==> src/rtl/mvm_result_drain.sv <==
// Result drain for the matrix-vector multiply core.
// Optional build macro DRAIN_SAT_EN: saturate each captured word to a signed
// B-bit value at push time, which narrows the output stream to B bits.

// Generic single-clock FIFO with head-of-queue read port.
// Latency: a pushed word is visible at head_dat one cycle later.
// Backpressure: a push while full is accepted only alongside a pop; otherwise it is refused.
module mvm_drain_fifo #(
    parameter int W     = 17,
    parameter int DEPTH = 32
) (
    input  logic         clk,
    input  logic         reset,
    input  logic         push,
    input  logic [W-1:0] push_dat,
    input  logic         pop,
    output logic [W-1:0] head_dat,
    output logic         full,
    output logic         empty
);
    localparam int PW = (DEPTH > 1) ? $clog2(DEPTH) : 1;
    localparam int CW = $clog2(DEPTH) + 1;

    logic [W-1:0]  mem [DEPTH];
    logic [PW-1:0] wr_ptr;
    logic [PW-1:0] rd_ptr;
    logic [CW-1:0] count;
    logic          push_ok;
    logic          pop_ok;

    // Pointers wrap explicitly so any depth, including 1, stays modulo DEPTH.
    function automatic logic [PW-1:0] ptr_inc(input logic [PW-1:0] p);
        return (p == PW'(DEPTH - 1)) ? '0 : p + 1'b1;
    endfunction

    assign full     = (count == CW'(DEPTH));
    assign empty    = (count == '0);
    assign pop_ok   = pop && !empty;
    assign push_ok  = push && (!full || pop_ok);
    assign head_dat = mem[rd_ptr];

    // Storage array; contents are don't-care until pushed, so it carries no reset.
    always_ff @(posedge clk) begin
        if (push_ok) mem[wr_ptr] <= push_dat;
    end

    // Pointer and occupancy bookkeeping.
    always_ff @(posedge clk or negedge reset) begin
        if (!reset) begin
            wr_ptr <= '0;
            rd_ptr <= '0;
            count  <= '0;
        end else begin
            if (push_ok) wr_ptr <= ptr_inc(wr_ptr);
            if (pop_ok)  rd_ptr <= ptr_inc(rd_ptr);
            case ({push_ok, pop_ok})
                2'b10:   count <= count + 1'b1;
                2'b01:   count <= count - 1'b1;
                default: count <= count;
            endcase
        end
    end
endmodule

// Captures K result words OUT_DELAY cycles after done and re-streams them with m_last on the final word.
// Latency: first word on m_data OUT_DELAY+1 cycles after done; one cycle through the FIFO.
// Backpressure: m_ready low holds the head stable; captures into a full FIFO are dropped and flag overflow.
module mvm_result_drain #(
    parameter int K         = 32,
    parameter int B         = 8,
    parameter int OUT_DELAY = 2,
    parameter int DEPTH     = 32
) (
    input  logic clk,
    input  logic reset,
    input  logic done,
    input  logic [2*B-1:0] data_in,
`ifdef DRAIN_SAT_EN
    output logic [B-1:0]   m_data,
`else
    output logic [2*B-1:0] m_data,
`endif
    output logic m_valid,
    input  logic m_ready,
    output logic m_last,
    output logic busy,
    output logic overflow,
    output logic frame_miss,
    input  logic clr_err
);
`ifdef DRAIN_SAT_EN
    localparam int OW = B;
`else
    localparam int OW = 2 * B;
`endif
    localparam int FW = OW + 1;
    localparam int DW = $clog2(OUT_DELAY) + 1;
    localparam int IW = (K > 1) ? $clog2(K) : 1;

    typedef enum logic [1:0] {S_IDLE, S_WAIT, S_CAPTURE} state_t;

    state_t        state, state_nxt;
    logic [DW-1:0] dly_cnt, dly_nxt;
    logic [IW-1:0] idx, idx_nxt;
    logic          push;
    logic          pop;
    logic          fifo_full;
    logic          fifo_empty;
    logic [FW-1:0] head;
    logic [OW-1:0] cap_word;

`ifdef DRAIN_SAT_EN
    localparam logic signed [2*B-1:0] SAT_MAX = (2*B)'((2 ** (B - 1)) - 1);
    localparam logic signed [2*B-1:0] SAT_MIN = ~SAT_MAX;

    // Clamp the wide signed result into the narrow signed output range.
    always_comb begin
        if ($signed(data_in) > SAT_MAX)      cap_word = SAT_MAX[B-1:0];
        else if ($signed(data_in) < SAT_MIN) cap_word = SAT_MIN[B-1:0];
        else                                 cap_word = data_in[B-1:0];
    end
`else
    assign cap_word = data_in;
`endif

    // Frame sequencer state registers.
    always_ff @(posedge clk or negedge reset) begin
        if (!reset) begin
            state   <= S_IDLE;
            dly_cnt <= '0;
            idx     <= '0;
        end else begin
            state   <= state_nxt;
            dly_cnt <= dly_nxt;
            idx     <= idx_nxt;
        end
    end

    // Next state: wait out the core's output delay, then capture exactly K words.
    always_comb begin
        state_nxt = state;
        dly_nxt   = dly_cnt;
        idx_nxt   = idx;
        push      = 1'b0;
        case (state)
            S_IDLE: begin
                if (done) begin
                    if (OUT_DELAY == 1) begin
                        state_nxt = S_CAPTURE;
                    end else begin
                        state_nxt = S_WAIT;
                        dly_nxt   = DW'(1);
                    end
                end
            end
            S_WAIT: begin
                if (dly_cnt == DW'(OUT_DELAY - 1)) state_nxt = S_CAPTURE;
                else                               dly_nxt   = dly_cnt + 1'b1;
            end
            S_CAPTURE: begin
                // idx advances even when the FIFO drops the word, keeping frame alignment.
                push = 1'b1;
                if (idx == IW'(K - 1)) begin
                    state_nxt = S_IDLE;
                    idx_nxt   = '0;
                end else begin
                    idx_nxt = idx + 1'b1;
                end
            end
            default: state_nxt = S_IDLE;
        endcase
    end

    assign busy    = (state != S_IDLE);
    assign pop     = m_valid && m_ready;
    assign m_valid = !fifo_empty;
    assign m_data  = m_valid ? head[FW-1:1] : '0;
    assign m_last  = m_valid && head[0];

    mvm_drain_fifo #(.W(FW), .DEPTH(DEPTH)) u_fifo (
        .clk      (clk),
        .reset    (reset),
        .push     (push),
        .push_dat ({cap_word, (idx == IW'(K - 1))}),
        .pop      (pop),
        .head_dat (head),
        .full     (fifo_full),
        .empty    (fifo_empty)
    );

    // Sticky error flags; a fresh error in the same cycle as clr_err keeps the flag set.
    always_ff @(posedge clk or negedge reset) begin
        if (!reset) begin
            overflow   <= 1'b0;
            frame_miss <= 1'b0;
        end else begin
            if (push && fifo_full && !pop) overflow <= 1'b1;
            else if (clr_err)              overflow <= 1'b0;
            if (done && busy)              frame_miss <= 1'b1;
            else if (clr_err)              frame_miss <= 1'b0;
        end
    end
endmodule

==> config.mk <==
export PLATFORM = sky130hd
export DESIGN_NAME = mvm_result_drain
export DESIGN_NICKNAME = d
export VERILOG_FILES = /design/src/rtl/mvm_result_drain.sv
export SDC_FILE = /design/constraint.sdc
export NUM_CORES = 1
export LEC_CHECK = 0
export BUFFER_PORTS_ARGS = -buffer_cell sky130_fd_sc_hd__buf_4
export CAP_MARGIN = 30
export CELL_PAD_IN_SITES_DETAIL_PLACEMENT = 0
export CELL_PAD_IN_SITES_GLOBAL_PLACEMENT = 1
export CORE_MARGIN = 5
export CORE_UTILIZATION = 40
export CTS_BUF_LIST = sky130_fd_sc_hd__clkbuf_4
export DETAILED_ROUTE_END_ITERATION = 12
export GPL_TIMING_DRIVEN = 0
export PLACE_DENSITY_LB_ADDON = 0.1
export SYNTH_ARGS = -nofsm -noshare
export SYNTH_HDL_FRONTEND = slang
export SYNTH_HIERARCHICAL = 1
export SYNTH_SLANG_ARGS = --single-unit
==> constraint.sdc <==
create_clock -name clk -period 4.91 [get_ports clk]
set_clock_uncertainty 0.2 [all_clocks]
set_input_delay 0.2455 -clock clk [delete_from_list [all_inputs] [get_ports clk]]
set_output_delay 0.2455 -clock clk [all_outputs]
set_load 0.005 [all_outputs]
; ---- After elaboration in Yosys (flattened, before gate mapping)
; Memory sizes are Yosys's and may differ from the RTL's.
; Index checks and enable logic that the tools add are counted.
[totals]
reg_bits = 27
latchBits = 0
mem_bits_rw = 544
mem_bits_ro = 0
input_bits = 21
wordCells = 65
memories = 1
[classes]
add_sub_neg = 6
multipliers = 0
div_mod_pow = 0
magnitude_cmp = 0
n_eq_ne = 13
shift = 0
muxes = 17
bitwise = 0
reduce_logical = 20
[mem_list]
columns = memory, depth, width, read_ports, rd_clocked_by_memory_dff, wr, line
row1 = u_fifo.mem, 32, 17, 1, 0, 1, 24  ; logic [W-1:0] mem [DEPTH];
[ops]
columns = op, count
row1 = $mux W16, 1
row2 = $add A5 B1 Y5 const B, 3
row3 = $eq A5 B5 Y1 const B, 3
row4 = $mux W5, 3
row5 = $pmux W6 S2, 1
row6 = $reduce_bool A2 Y1, 5
row7 = $mux W2, 4
row8 = $logic_and A1 B1 Y1, 7
row9 = $add A6 B1 Y6 const B, 1
row10 = $eq A2 B1 Y1 const B, 3
row11 = $eq A6 B6 Y1 const B, 1
row12 = $logic_not A6 Y1, 1
row13 = $mux W1, 6
row14 = $ne A2 B2 Y1 const B, 3
row15 = $pmux W2 S3, 1
row16 = $reduce_and A3 Y1, 2
row17 = $sub A6 B1 Y6 const B, 1
row18 = $eq A2 B2 Y1 const B, 2
row19 = $pmux W2 S2, 1
row20 = $logic_not A1 Y1, 3
row21 = $add A2 B1 Y2 const B, 1
row22 = $logic_not A2 Y1, 1
row23 = $ne A2 B1 Y1 const B, 1
row24 = $logic_or A1 B1 Y1, 1

; ---- Longest topological paths before layout
[depth]
word_depth = 8
depth_mapped = 13

; ---- Cells and area by module
; The synthesis kept the hierarchy.
[modules_own_cells]
columns = mod, n_inst, cells_per_inst, area_per_inst_um2, seq_area_each_um2
row1 = mvm_drain_fifo, 1, 1078, 21918.5, 16736.1
row2 = mvm_result_drain, 1, 69, 669.4, 275.3

; ---- Least setup slack after synthesis
; Ideal clock, no wire load.
[synth_path]
kind = flip-flop to flip-flop
startpoint = register u_fifo.count[0]
endpoint = register u_fifo.count[5]
setup_time_ps = 87
arrival_time_ps = 3270
required_time_ps = 4623
setup_slack_ps = 1354
stages_incl_launch_ff = 13
path_buffers = 0
period_less_slack_ps = 3556
cell_sequence = dfrtp_1 > or4_4 > nand2b_1 > nor2_1 > nor2b_1 > o31ai_4 > nor2_4 > ha_1 > a211oi_1 > o21bai_1 > a21oi_1 > mux2_2 > o211ai_1
[synth_via]
elab_chain_cells = 8
elab_cells_between_ends = 14
classes_between = 2 x add/sub / 3 x eq/ne / 1 x mux / 8 x reduce/logical
[synth_rtl]
columns = item, line
row1 = start: declaration, 27  ; logic [CW-1:0] count;
row2 = start signal: assignment, 57  ; 2'b10: count <= count + 1'b1;
row3 = start signal: assignment, 58  ; 2'b01: count <= count - 1'b1;
row4 = start signal: assignment, 59  ; default: count <= count;
row5 = $logic_not A6 Y1 (*), 37  ; assign empty = (count == '0);
row6 = via fifo_empty, 108  ; logic fifo_empty;
row7 = $logic_not A1 Y1 (*), 176  ; assign m_valid = !fifo_empty;
row8 = $logic_and A1 B1 Y1 (*), 175  ; assign pop = m_valid && m_ready;
row9 = via pop, 106  ; logic pop;
row10 = $logic_and A1 B1 Y1 (*), 38  ; assign pop_ok = pop && !empty;
row11 = $logic_or A1 B1 Y1, 39  ; assign push_ok = push && (!full || pop_ok);
row12 = $logic_and A1 B1 Y1, 39
row13 = $eq A2 B1 Y1 or $eq A2 B2 Y1 (tied branches), 56  ; case ({push_ok, pop_ok})
row14 = $pmux W6 S2 or $reduce_bool A2 Y1 (tied branches), n/a
; Mark *: on every way through the listed nets, which the timed path passes. The rest lies on a longest branch.
; A chain may end at the register's enable or synchronous reset.

; ---- Worst setup path after layout
[layout_path]
startpoint = register u_fifo.rd_ptr[1]
endpoint = output port m_data[3]
[layout_via]
elab_chain_cells = 2
[layout_rtl]
columns = item, line
row1 = start: declaration, 26  ; logic [PW-1:0] rd_ptr;
row2 = start signal: assignment, 55  ; if (pop_ok) rd_ptr <= ptr_inc(rd_ptr);
row3 = $mem_v2 Z32 W17, n/a
row4 = via head[4], 109  ; logic [FW-1:0] head;
row5 = $mux W16, 177  ; assign m_data = m_valid ? head[FW-1:1] : '0;
row6 = end: declaration, 81  ; output logic [2*B-1:0] m_data,
; The timed path passes the listed nets, and every way through them passes these cells.

==> run_results.csv <==
group,metric,value,unit
outcome,status,"finished clean",
finish,drive_gt1_share,32.8,%
routing,wire_per_inst,26.0,um
timing,period_minus_slack,4.68,ns
synthesis,synth.distinct_cells,49,
cts,cts-root-buf,"clkbuf_4",
setup_path,startpoint_type,"register",
worst_hold_path,hold_path_end,"idx[4]",
setup_path,cp.required,4.46,ns
synthesis,synth_area_per_cell,19.7,um^2
timing,rsz0062_at_grt,"false",
finish,layout_commonest_cell,"edfxtp_1",
synthesis,yosysWarnings,6,
cts,cts_setup_buffers,0,
cts,clkSinkCount,571,
floorplan,start_util,40.2,%
setup_path,critPathArrivalTime,4.23,ns
setup_path,timing.rr.start,"u_fifo/count[0]",
setup_path,end_kind,"output port",
timing,slew_viol_final,0,
timing,setup_violations,0,
routing,drc,0,
routing,viasPerCell,5.28,
pwr,p_leak,9.34,nW
pwr,powerDensity,528,mW/mm^2
worst_hold_path,holdPathStages,2,
synthesis,ys_seq_elements,571,
timing,timing_hold_violations_final,0,
setup_path,critical_path.max_fanout,10,
finish,areaGrowthSynthToFinish,20.7,%
placed_design,port_buffers,41,
timing,slew_headroom,30.0,%
routing,drt_first_pass_iters,5,
setup_path,slowest_delay,0.64,ns
finish,mostFrequentLayoutCells,"544 x edfxtp_1, 220 x clkbuf_4, 103 x mux4_2",
placed_design,place_hpwl,37500,um
timing,tightest_slew,1.05,ns
floorplan,die_width,248,um
cts,numCtsBuffers,155,
worst_hold_path,hold_start,"idx[4]",
routing,ant_nets,0,
floorplan,die_y,248,um
global_route,grt_max_degree,33,
timing,tns,0,ns
global_route,grt_pass1_wl,87400,um
setup_path,critPathTopFamily,"buffers and inverters",
synthesis,yosysSeqAreaShare,75.3,%
routing,num_vias,12257,
global_route,grt_pass1_vias,12939,
floorplan,num_rows,87,
cts,cts_tree,"yes",
setup_path,criticalPathCategory,"reg2out",
cts,clk_latency,0.98,ns
floorplan,core_region_area,0.0562,mm^2
finish,final_nets,1482,
timing,hold_slack,0.286,ns
routing,drt_wl_total,60300,um
timing,fmax,0.214,GHz
global_route,grt_use_total,20.2,%
setup_path,reg2reg_to,"u_fifo/count[5]",
synthesis,synth_cells,1147,
setup_path,path_cells,"clkbuf_1, clkbuf_1, buf_2, mux2i_1, nor2_1, a211oi_1, nor2_1, nor2b_1, buf_4",
setup_path,rrSetupSlack,1.27,ns
worst_hold_path,min_path_type,"reg2reg",
floorplan,pin_count,42,
timing,period_share,95.3,%
synthesis,synth_nets,1183,
cts,htreeDepth,4,
synthesis,syn_area,0.0226,mm^2
setup_path,worstRegToRegCells,12,
setup_path,path_buf_inv,4,
routing,drt_iter0_markers,927,
pwr,vdd_drop_max,255,uV
run,maxCapViolCount,0,
placed_design,place.gp.congestion,0.763,
global_route,gr-total-overflow,0,
floorplan,dieArea,0.0613,mm^2
global_route,antenna_found_initial,4,
cts,cts_buffer_depth,3,
cts,clkTransAtPathRegs,0.07,ns
setup_path,cp_slowest_cell,"clkbuf_1",
worst max path at each step:
stage / from / endpoint / slack [ns] / cells after the start
final: u_fifo/rd_ptr[1] / m_data[3] / 0.23 / 9
after global placement: u_fifo/count[0] / u_fifo/mem[19][4] / 0.25 / 7
after detailed placement: u_fifo/rd_ptr[2] / m_data[1] / 0.84 / 10
after CTS: u_fifo/rd_ptr[1] / m_data[1] / 0.02 / 9
after floorplan: u_fifo/count[0] / u_fifo/count[5] / 1.35 / 12
after global routing: u_fifo/rd_ptr[1] / m_data[3] / 0.01 / 9
worst reg2reg max path: stages, from the launching register on:
cell,delay [ns]
dfrtp_1,0.43
or4_4,0.21
nand2b_1,0.16
nor2_1,0.07
nor2b_1,0.50
o31ai_4,0.30
nor2_4,0.27
ha_1,0.29
a211oi_1,0.25
o21bai_1,0.13
a21oi_1,0.27
mux2_2,0.37
o211ai_1,0.15
where the power goes:
| group | leakage (nW) | switching (W) | internal, W |
|---|---|---|---|
| clock | 1.22 | 0.00195 | 0.00247 |
| sequential | 5.26 | 0.000119 | 0.00557 |
| combinational | 2.85 | 0.00252 | 0.00179 |
layer usage:
layer	share of wire, %	global-route usage [%]	wire length [um]	vias up
li1	-	-	-	5395
met4	1.8	6.49	1060	0
met5	0	0	0	-
met1	44	27.6	26500	6395
met2	48	31.9	29000	401
met3	6.2	5.55	3750	66
repair_timing:
| item | CTS | global route |
|---|---|---|
| setup endpoints to repair | 6 | 5 |
| gates resized for setup | 4 | 6 |
| hold buffers | 59 | 0 |
| endpoints found under the hold margin | 557 | 0 |
cells in the mapped netlist, drive strengths merged:
| library cell | instances | area share [%] |
|---|---|---|
| nand3 | 6 | 0.13 |
| a22o | 3 | 0.12 |
| mux2 | 10 | 0.50 |
| buf | 35 | 0.76 |
| o31ai | 1 | 0.094 |
| o21a | 1 | 0.033 |
| a2111o | 1 | 0.050 |
| a211oi | 14 | 0.47 |
| dfrtp | 27 | 3.0 |
| mux2i | 102 | 4.5 |
| mux4 | 103 | 10 |
| nand2b | 3 | 0.083 |
| o221ai | 13 | 0.50 |
| nor3 | 5 | 0.11 |
| fa | 1 | 0.089 |
| and2b | 6 | 0.20 |
| or4b | 1 | 0.044 |
| nor2 | 90 | 1.5 |
| o211ai | 2 | 0.066 |
| o22ai | 17 | 0.47 |
| o21bai | 2 | 0.066 |
| inv | 13 | 0.23 |
| a21o | 2 | 0.066 |
| a31oi | 2 | 0.12 |
| nor2b | 15 | 0.42 |
| xnor2 | 4 | 0.16 |
| or2 | 2 | 0.055 |
| o21ai | 16 | 0.37 |
| or4 | 1 | 0.050 |
| clkbuf | 25 | 0.42 |
| edfxtp | 544 | 72 |
| or3 | 2 | 0.055 |
| or3b | 3 | 0.12 |
| a21oi | 8 | 0.18 |
| nand3b | 6 | 0.20 |
| nand2 | 22 | 0.37 |
| a2111oi | 20 | 0.78 |
| ha | 14 | 0.78 |
| o41ai | 2 | 0.14 |
| and3 | 3 | 0.083 |
logic make-up (layout without fill, tap and decap cells):
group | count (synthesis) | in the layout | synth area share, %
flip-flops | 571 | 571 | 75.3
adder cells (fa/ha/maj) | 15 | 15 | 0.864
other | 0 | 4 | 0
XOR/XNOR | 4 | 4 | 0.155
AND/OR/NAND/NOR | 165 | 165 | 3.45
multiplexers | 215 | 215 | 15.3
buffers and inverters | 73 | 486 | 1.41
AO/OA/AOI/OAI | 104 | 104 | 3.52
flip-flops by register name, indices dropped and copies added, names as in the netlist:
name and count:
u_fifo/wr_ptr 5, idx 5, dly_cnt 2, u_fifo/rd_ptr 5, frame_miss 1, state 2
overflow 1, u_fifo/mem 544, u_fifo/count 6
cell type report:
type / count / area, um^2
clock buffer: 218 / 1640
timing repair buffer: 142 / 1570
buffer: 60 / 277
multi-input combinational: 503 / 5340
clock inverter: 53 / 424
tap: 756 / 946
fill: 4877 / 28900
sequential: 571 / 17000
antenna: 4 / 10.0
inverter: 13 / 51.3
metrics by stage:
stage                     utilization (%)  total power [W]  std cells  worst slack, ns  area [um^2]
after detailed placement             43.7           0.0101       1985            0.835        24500
final                                48.6           0.0144       2320            0.232        27300
after global routing                 48.5           0.0152       2317           0.0125        27300
after CTS                            48.5           0.0146       2315           0.0154        27200
after global placement               42.4          0.00997       1944            0.248        23800
after floorplan                         -          0.00834       1147             1.35        22600
Note: power is estimated with default switching activity, not from simulation.
